`src/rtl/switch_debouncer_if.sv`:
```
// Signal bundle between the raw switch pins, the debouncer and the MCU.
// The slave modport is the debouncer; the master modport is its environment.
interface switch_debouncer_if #(
    parameter int WIDTH = 16
);
    logic [WIDTH-1:0] SW_RAW;
    logic [WIDTH-1:0] SWITCHES;
    logic             SW_CHANGED;
    logic [WIDTH-1:0] CHANGE_MASK;
    logic             INTR;
    logic             INTR_ACK;

    modport slave (
        input  SW_RAW,
        input  INTR_ACK,
        output SWITCHES,
        output SW_CHANGED,
        output CHANGE_MASK,
        output INTR
    );

    modport master (
        output SW_RAW,
        output INTR_ACK,
        input  SWITCHES,
        input  SW_CHANGED,
        input  CHANGE_MASK,
        input  INTR
    );
endinterface

```
`src/rtl/switch_debouncer.sv`:
```
// Two-flop synchroniser plus independent per-bit debounce counters with edge reporting.
// Optional macro SW_INTR_LATCH_EN turns INTR into a sticky flag cleared by INTR_ACK.
module switch_debouncer #(
    parameter int WIDTH           = 16,
    parameter int DEBOUNCE_CYCLES = 500000
) (
    input  logic              CLK,
    input  logic              RST,
    switch_debouncer_if.slave bus
);
    localparam int CNT_W = $clog2(DEBOUNCE_CYCLES);
    localparam logic [CNT_W-1:0] CNT_MAX = CNT_W'(DEBOUNCE_CYCLES - 1);

    logic [WIDTH-1:0] r_s1;
    logic [WIDTH-1:0] r_s2;
    logic [WIDTH-1:0] r_switches;
    logic [WIDTH-1:0] r_mask;
    logic [CNT_W-1:0] r_cnt [WIDTH];

    logic [WIDTH-1:0] w_diff;
    logic [WIDTH-1:0] w_flip;
    logic [CNT_W-1:0] w_cnt_next [WIDTH];

    // A bit flips on the edge where its mismatch run reaches DEBOUNCE_CYCLES.
    genvar gi;
    generate
        for (gi = 0; gi < WIDTH; gi++) begin : g_bit
            assign w_diff[gi]     = r_s2[gi] ^ r_switches[gi];
            assign w_flip[gi]     = w_diff[gi] && (r_cnt[gi] == CNT_MAX);
            assign w_cnt_next[gi] = (w_diff[gi] && !w_flip[gi]) ? r_cnt[gi] + 1'b1 : '0;
        end
    endgenerate

    always_ff @(posedge CLK) begin
        if (RST) begin
            r_s1       <= '0;
            r_s2       <= '0;
            r_switches <= '0;
            r_mask     <= '0;
            for (int i = 0; i < WIDTH; i++) begin
                r_cnt[i] <= '0;
            end
        end else begin
            r_s1       <= bus.SW_RAW;
            r_s2       <= r_s1;
            r_switches <= r_switches ^ w_flip;
            r_mask     <= w_flip;
            for (int i = 0; i < WIDTH; i++) begin
                r_cnt[i] <= w_cnt_next[i];
            end
        end
    end

    assign bus.SWITCHES    = r_switches;
    assign bus.CHANGE_MASK = r_mask;
    assign bus.SW_CHANGED  = |r_mask;

`ifdef SW_INTR_LATCH_EN
    logic r_intr;

    // Set has priority over acknowledge so a change on the ack edge is not lost.
    always_ff @(posedge CLK) begin
        if (RST) begin
            r_intr <= 1'b0;
        end else if (|r_mask) begin
            r_intr <= 1'b1;
        end else if (bus.INTR_ACK) begin
            r_intr <= 1'b0;
        end
    end

    assign bus.INTR = r_intr;
`else
    logic w_unused_ack;

    assign w_unused_ack = bus.INTR_ACK;
    assign bus.INTR     = |r_mask;
`endif
endmodule

```
`src/flat_wrapper.sv`:
```
// flat-port wrapper written by rule: the top's interface ports become plain ports
module switch_debouncer_flat 
#(
    parameter int WIDTH           = 16,
    parameter int DEBOUNCE_CYCLES = 500000
)
  (CLK, RST, bus_SW_RAW, bus_INTR_ACK, bus_SWITCHES, bus_SW_CHANGED, bus_CHANGE_MASK, bus_INTR);
  switch_debouncer_if #(.WIDTH(WIDTH)) bus_i ();
  input  logic CLK;
  input  logic RST;
  input wire logic [$bits(bus_i.SW_RAW)-1:0] bus_SW_RAW;
  input wire logic [$bits(bus_i.INTR_ACK)-1:0] bus_INTR_ACK;
  output wire logic [$bits(bus_i.SWITCHES)-1:0] bus_SWITCHES;
  output wire logic [$bits(bus_i.SW_CHANGED)-1:0] bus_SW_CHANGED;
  output wire logic [$bits(bus_i.CHANGE_MASK)-1:0] bus_CHANGE_MASK;
  output wire logic [$bits(bus_i.INTR)-1:0] bus_INTR;
  assign bus_i.SW_RAW = bus_SW_RAW;
  assign bus_i.INTR_ACK = bus_INTR_ACK;
  assign bus_SWITCHES = bus_i.SWITCHES;
  assign bus_SW_CHANGED = bus_i.SW_CHANGED;
  assign bus_CHANGE_MASK = bus_i.CHANGE_MASK;
  assign bus_INTR = bus_i.INTR;
  switch_debouncer #(.WIDTH(WIDTH), .DEBOUNCE_CYCLES(DEBOUNCE_CYCLES)) u_core (.CLK(CLK), .RST(RST), .bus(bus_i));
endmodule
```
`config.mk`:
```
export PLATFORM = sky130hd
export DESIGN_NAME = switch_debouncer_flat
export DESIGN_NICKNAME = d
export VERILOG_FILES = /design/src/rtl/switch_debouncer_if.sv /design/src/rtl/switch_debouncer.sv /design/src/flat_wrapper.sv
export SDC_FILE = /design/constraint.sdc
export NUM_CORES = 1
export LEC_CHECK = 0
export CORE_MARGIN = 10
export CORE_UTILIZATION = 40
export CTS_CLUSTER_SIZE = 25
export DETAILED_ROUTE_END_ITERATION = 7
export SLEW_MARGIN = 25
export SYNTH_ARGS = -nofsm -noshare
export SYNTH_HDL_FRONTEND = slang
export SYNTH_SLANG_ARGS = --single-unit
```
`constraint.sdc`:
```
create_clock -name CLK -period 1.9 [get_ports CLK]
set_input_delay 0.38 -clock CLK [delete_from_list [all_inputs] [get_ports CLK]]
set_output_delay 0.38 -clock CLK [all_outputs]
set_load 0.02 [all_outputs]
```
# [Yosys cells after proc, flatten, opt, wreduce, memory -nomap -nowiden]
# Memory sizes are Yosys's and may differ from the RTL's.
# Cells that the tools add are included.
[op_classes] addsub=16 n_eq_ne=16 muxes=35 bitwise_logic=33 reduce_logical=49
[ops] cell="two-way mux 19 bit" count=32
[ops] cell="adder 19 x 1 -> 19 bit, second input constant" count=16
[ops] cell="== test 19 bit, second input constant" count=16
[ops] cell="logical AND 1 bit" count=32
[ops] cell="logical NOT 1 bit" count=16
[ops] cell="bitwise OR 1 bit" count=16
[ops] cell="OR reduction 16 bit" count=1
[ops] cell="XOR 1 bit" count=16
[ops] cell="XOR 16 bit" count=1
[ops] cell="two-way mux 1 bit" count=3
[totals] regBits=64 ram_bits=304 inputBits=19 output_inout_bits=34 wordCells=154 n_memories=1
[mem_list] name="u_core.r_cnt" words=16 word_bits=19 rd=16 rd_clocked_by_memory_dff=0 write_ports=16 line_no="switch_debouncer.sv:18" text="logic [CNT_W-1:0] r_cnt [WIDTH];"

# [Longest topological paths before layout]
# Gate-level depths: netlist of the first run.
[logic_depth] depth_word=6 mapped_depth=8 depth_no_buf=5

# [Least setup slack after synthesis of the first run]
# OpenSTA, ideal clock, no wires.
[synth_path] path_kind="flip-flop to flip-flop" from="memory u_core.r_cnt[0][247] (netlist name)" to="memory u_core.r_cnt[0][254] (netlist name)" setup_time_ns=0.128 arrival_ns=1.813 required_time_ns=1.772 path_slack_ns=-0.041 path_stages_with_launch=8 path_buffers=2 period_less_slack_ns=1.941 cell_sequence="dfxtp_1 > ha_1 > and3_1 > clkbuf_1 > nand2_1 > o31ai_2 > clkbuf_1 > nor2_1"
[synth_lines] element="start, declared" line_no="switch_debouncer.sv:18"

# [Worst setup path in the final report of the first run]
[layout_path] from="register u_core.r_mask[4] (netlist: u_core.bus.CHANGE_MASK[4])" to="output port bus_SW_CHANGED"
[layout_via] elab_chain_cells=1
[layout_rtl] element="start, declared" line_no="switch_debouncer.sv:17" text="logic [WIDTH-1:0] r_mask;"
[layout_rtl] element="start signal, assigned" line_no="switch_debouncer.sv:47" text="r_mask <= w_flip;"
[layout_rtl] element="OR reduction 16 bit" line_no="switch_debouncer.sv:56" text="assign bus.SW_CHANGED = |r_mask;"
[layout_rtl] element="end, declared" line_no="flat_wrapper.sv:14" text="output wire logic [$bits(bus_i.SW_CHANGED)-1:0] bus_SW_CHANGED;"
# No other way between the ends.

==> results of run 1 <==
-- worst max-delay path: cells and delay by family, from the launching register on --
family	cells	cell delay [ns]
buffers and inverters	2	0.43
DFF	1	0.33
and+or+nand+nor	2	0.54
-- cell usage after synthesis (4+ instances only) --
| cell type | instances |
|---|---|
| or4_1 | 41 |
| nor4_1 | 33 |
| xnor2_1 | 92 |
| nor2b_1 | 35 |
| or3_1 | 52 |
| or4b_1 | 7 |
| and3_1 | 26 |
| nor3_1 | 36 |
| nor4bb_1 | 10 |
| buf_4 | 4 |
| nand2_1 | 86 |
| inv_1 | 47 |
| buf_2 | 7 |
| nand2b_1 | 11 |
| o21ai_1 | 5 |
| nand4_1 | 90 |
| o21ai_0 | 50 |
| or4_4 | 4 |
| nor2_1 | 256 |
| o21bai_4 | 4 |
| or2_2 | 4 |
| xor2_1 | 123 |
| clkbuf_1 | 41 |
| and2_1 | 8 |
| a21oi_1 | 85 |
| o21a_1 | 4 |
| and4_1 | 40 |
| ha_1 | 16 |
| dfxtp_1 | 368 |
| o31ai_1 | 31 |
| nor4b_1 | 12 |
| nand3_1 | 107 |
-- path summary, 6_finish.rpt --
kind,start,endpoint,slack (ns),cells after the start
max,u_core.bus.CHANGE_MASK[4],bus_SW_CHANGED,-0.32,4
min,RST,u_core.r_s2[15],0.36,2
max reg2reg,u_core.r_cnt[0][48],u_core.r_cnt[0][49],-0.10,5
min reg2reg,u_core.r_s1[0],u_core.r_s2[0],0.43,1
-- state kept, by name (all words and copies together), names as in the netlist, named ones only --
| signal | cells |
|---|---|
| u_core.bus.CHANGE_MASK | 16 |
| u_core.r_cnt | 304 |
| u_core.r_s1 | 16 |
| u_core.r_s2 | 16 |
-- stage by stage --
| stage | TNS (ns) | utilization | total power, mW | area (um2) | cells |
|---|---|---|---|---|---|
| final | -2.04 | 0.506 | 15.9 | 19600 | 2522 |
| after global routing | -4.43 | 0.506 | 16.5 | 19600 | 2522 |
| after floorplan | 0 | - | 8.07 | 15800 | 1769 |
| after detailed placement | -1.05 | 0.466 | 8.18 | 18100 | 2443 |
| after global placement | -1.08 | 0.466 | 8.18 | 18100 | 2443 |
| after CTS | -1.77 | 0.502 | 16.2 | 19500 | 2520 |
-- where the power goes --
group	internal, mW	switching, mW
clock	4.74	3.14
sequential	7.76	0.0230
combinational	0.119	0.118
-- per-layer routing --
metal | track usage | vias to the layer above | routed length, um
li1 | - | 6709 | -
met1 | 0.175 | 6020 | 15900
met2 | 0.227 | 113 | 15300
met3 | 0.0253 | 48 | 1140
met4 | 0.0480 | 0 | 687
met5 | 0 | - | 0
-- repair_timing --
action                                  CTS  global route
hold endpoints to repair                  0             0
gates cloned                              1             1
pin swaps                                 8            16
buffers inserted                          2             3
gates resized for setup                  50            41
endpoints found under the setup margin   56            92
-- final cells by class --
| class | count | area (um2) | area share |
|---|---|---|---|
| multi-input combinational | 1300 | 8210 | 0.418 |
| sequential | 368 | 7380 | 0.376 |
| timing repair buffer | 215 | 1850 | 0.0942 |
| clock buffer | 62 | 1270 | 0.0646 |
| tap | 518 | 648 | 0.0330 |
| inverter | 47 | 176 | 0.00898 |
| clock inverter | 12 | 98.8 | 0.00503 |
-- cells by family (layout without fill, tap and decap cells) --
| kind of cell | after synthesis | in the layout | share of synthesized area |
|---|---|---|---|
| xor gates and xnor gates | 215 | 215 | 0.119 |
| adders and majority gates | 16 | 16 | 0.0127 |
| buffers and inverters | 101 | 336 | 0.0255 |
| and+or+nand+nor | 875 | 875 | 0.302 |
| AOI/OAI and AO/OA | 194 | 194 | 0.0745 |
| DFF | 368 | 368 | 0.466 |
==> metrics.yaml, run 1 <==
status: "finished with violations"
violations: "setup timing"
hp-class: "in -> reg"
numCtsBuffers: 41
hold-worst-slack_ns: 0.355
relSlewSlack: 0.567
timing.final.crit_share: 1.17
start_kind: "flip-flop"
clk_latency_ns: 0.54
clkSinkCount: 368
fillers: 3580
cts_root_buffer: "clkbuf_16"
slowest_delay_ns: 0.37
powerDensity_mw_per_mm2: 810
synth_area_per_cell_um2: 8.93
final_cell_mix: "dfxtp_1 (358), nor2_1 (245), buf_4 (150), xor2_1 (123), nand3_1 (107)"
postRouteAntennaNets: 0
vias: 12900
end_kind: "output pin"
fmax_mhz: 451
worstPathArrival_ns: 1.84
die_w_um: 219
wl_um: 33000
initial_core_util: 0.407
period_minus_slack_ns: 2.22
firstDrtPassIters: 4
drive_gt1_frac: 0.150
p_leak_nw: 6.63
nets: 2008
clkTransAtPathRegs_ns: 0.06
drc: 0
synth_area_mm2: 0.0158
synth_seq_cells: 368
diodes: 0
synthTopCellsByArea: "dfxtp_1 (47%), xor2_1 (6.8%), nor2_1 (6.1%)"
yosysTopAreaCell: "dfxtp_1"
rsz0062_at_grt: "yes"
final_common_cell: "dfxtp_1"
drv_slew: 0
synth_cells: 1769
die_y_um: 219
ys_warn_count: 0
yosysSeqAreaShare: 0.466
crit_fanout: 2
gr-total-overflow: 0
htreeDepth: 2
grt_first_pass_wirelength_um: 56500
grt_max_degree: 28
rows: 72
skew_ns: 0.0231
setup_viol: 22
wire_per_inst_um: 13.1
cp_slowest_cell: "nor4_4"
crit_type: "reg -> out"
first_iter_violations: 611
cts_tree: "done"
maxCapViolCount: 0
synth_cell_types: 52
io_buffers: 51
syn_nets: 1804
cp.required_ns: 1.52
synth_edf_count: 0
antenna_found_initial: 0
gp_congestion: 0.792
ir_drop_uv: 558
clk_path_buf_depth: 3
core_area_mm2: 0.0388
cts_hold_buf: 0
grt_usage: 0.137
setup_ws_ns: -0.316
worstMarginPinSlew_ns: 0.650
vias_per_cell: 5.11
preCtsSetupSlack_ns: -0.494
die_area_mm2: 0.0479
io_pins: 53
syn_to_final_growth_pct: 24.3
path_cells: "nor4_4 > buf_4 > nand4_1 > buf_2"
async_reset_ff_frac: 0
netlist.area_leader.share: 0.466
dpl.hpwl_um: 23100
grt_pass1_vias: 12200
hold_viol: 0
ys.flop_type: "dfxtp_1"
No activity file was read; power rests on OpenSTA's default activity.
==> run 2, diff against run 1 <==
--- a/config.mk
+++ b/config.mk
@@ -9,6 +9,8 @@
 export CORE_UTILIZATION = 40
 export CTS_CLUSTER_SIZE = 25
 export DETAILED_ROUTE_END_ITERATION = 7
+export PLACE_DENSITY = 0.62
+export REMOVE_ABC_BUFFERS = 1
 export SLEW_MARGIN = 25
 export SYNTH_ARGS = -nofsm -noshare
 export SYNTH_HDL_FRONTEND = slang
==> constraint.sdc (replaced) <==
create_clock -name CLK -period 1.9 [get_ports CLK]
set_input_delay 0.57 -clock CLK [delete_from_list [all_inputs] [get_ports CLK]]
set_output_delay 0.57 -clock CLK [all_outputs]
set_load 0.02 [all_outputs]
==> metrics.yaml, run 2 (synthesis results as in run 1) <==
final_common_cell: "dfxtp_1"
numCtsBuffers: 42  # +2.4%
worstPathArrival_ns: 1.73  # -0.11 ns
vias_per_cell: 5.13  # +0.27%
fillers: 3599  # +0.53%
die_area_mm2: 0.0479  # unchanged
diodes: 0  # unchanged
status: "finished with violations"
timing.final.crit_share: 1.21  # +0.0459
cts_tree: "done"
top_register: "u_core.r_cnt"
drv_slew: 0  # unchanged
fin_tns_setup_ns: -2.27  # -0.227 ns
grt_max_degree: 25  # -11%
rows: 72  # unchanged
drive_gt1_frac: 0.175  # +0.0254
grt_usage: 0.141  # +0.00379
dp.cells: 2443  # unchanged
cts_hold_buf: 0  # unchanged
largest_register_ffs: 304  # unchanged
clkTransAtPathRegs_ns: 0.06  # about the same
syn_to_final_growth_pct: 25.3
grt_first_pass_wirelength_um: 58100  # +2.8%
start_kind: "flip-flop"
cp.required_ns: 1.33  # -0.19 ns
wl_um: 34100  # +3.3%
fin_cells: 2528  # +0.24%
dpl.hpwl_um: 23900  # +3.2%
final_cell_mix: "dfxtp_1 (352), nor2_1 (231), buf_4 (149), xor2_1 (123), nand3_1 (107)"
gr-total-overflow: 0  # unchanged
hold-worst-slack_ns: 0.404  # +0.0494 ns
io_pins: 53  # unchanged
hp-class: "in -> reg"
nets: 2012  # +0.20%
fmax_mhz: 434  # -3.8%
rsz0062_at_grt: "yes"
skew_ns: 0.0217  # -0.00150 ns
end_kind: "output pin"
clk_latency_ns: 0.55  # about the same
worstMarginPinSlew_ns: 0.476  # -0.174 ns
setup_viol: 64  # +190%
hold_viol: 0  # unchanged
die_w_um: 219  # unchanged
initial_core_util: 0.407  # unchanged
vias: 13000  # +0.51%
io_buffers: 51  # unchanged
crit_type: "reg -> out"
period_minus_slack_ns: 2.30  # +0.0872 ns
firstDrtPassIters: 5  # +1
final_area_mm2: 0.0198  # +0.80%
p_total_mw: 16.2  # +2.0%
htreeDepth: 2  # unchanged
maxCapViolCount: 0  # unchanged
powerDensity_mw_per_mm2: 819  # +1.2%
ir_drop_uv: 776  # +39%
first_iter_violations: 667  # +9.2%
wire_per_inst_um: 13.5  # +3.1%
setup_ws_ns: -0.403  # -0.0872 ns
clk_path_buf_depth: 3  # unchanged
violations: "setup timing"
clkSinkCount: 368  # unchanged
postPlaceCellArea_mm2: 0.0180  # -0.50%
die_y_um: 219  # unchanged
gp_congestion: 0.817  # +3.2%
p_leak_nw: 6.53  # -1.4%
crit_fanout: 2  # unchanged
drc: 0  # unchanged
cts_root_buffer: "clkbuf_16"
grt_pass1_vias: 12400  # +1.0%
antenna_found_initial: 0  # unchanged
relSlewSlack: 0.680  # +0.113
postRouteAntennaNets: 0  # unchanged
core_area_mm2: 0.0388  # unchanged
run 2: changes by cell type in the layout (fill, tap and decap cells not counted), sizes merged:
cell           before  now
buf               167  175
clkdlybuf4s15       0   18
bufinv              1    3
clkbuf             62   68
inv                48   49
clkinv              9    7
dlygate4sd2        32    5
run 2: repair_timing:
item / CTS / global route
endpoints found under the setup margin: 42 / 135
gates cloned: 0 / 2
pin swaps: 9 / 32
resized for setup: 98 / 107
endpoints found under the hold margin: 0 / 0
buffers inserted: 2 / 4
run 2: cell type report:
type | count | area, um2 | share of cell area
multi-input combinational | 1300 | 8290 | 0.419
sequential | 368 | 7390 | 0.373
timing repair buffer | 218 | 1870 | 0.0943
clock buffer | 64 | 1270 | 0.0644
tap | 518 | 648 | 0.0327
inverter | 47 | 176 | 0.00891
clock inverter | 13 | 150 | 0.00759
run 2: metrics by stage:
step                      setup WS (ns)  utilization
after floorplan                  -0.137            -
after global placement           -0.500        0.464
after detailed placement         -0.435        0.464
after CTS                        -0.510        0.502
after global routing             -0.456        0.510
final                            -0.403        0.510
run 2: critical path, cell delays in order, from the launching register on:
cell,delay (ns)
dfxtp_2,0.33
nor4_4,0.32
buf_4,0.16
nand4_1,0.10
buf_6,0.16
buf_6,0.13
run 2: path summary, 6_finish.rpt:
kind,slack [ns],start,endpoint,cells past startpoint
setup / recovery,-0.40,u_core.bus.CHANGE_MASK[7],bus_SW_CHANGED,5
hold / removal,0.40,RST,flip-flop,3
setup reg to reg,-0.06,u_core.r_cnt[0][126],u_core.r_cnt[0][126],5
hold reg to reg,0.44,u_core.r_s1[1],u_core.r_s2[1],1
run 2: layer usage:
| layer | vias up | GRT usage | wire length (um) |
|---|---|---|---|
| met2 | 148 | 0.226 | 15400 |
| li1 | 6695 | - | - |
| met1 | 6060 | 0.186 | 16700 |
| met4 | 0 | 0.0395 | 711 |
| met3 | 53 | 0.0312 | 1380 |
| met5 | - | 0 | 0 |
run 2: where the power goes:
group | total (mW) | switching, mW | leakage, nW | internal [mW]
clock | 8.20 | 3.16 | 0.706 | 5.03
sequential | 7.78 | 0.0228 | 2.98 | 7.76
combinational | 0.242 | 0.123 | 2.85 | 0.118
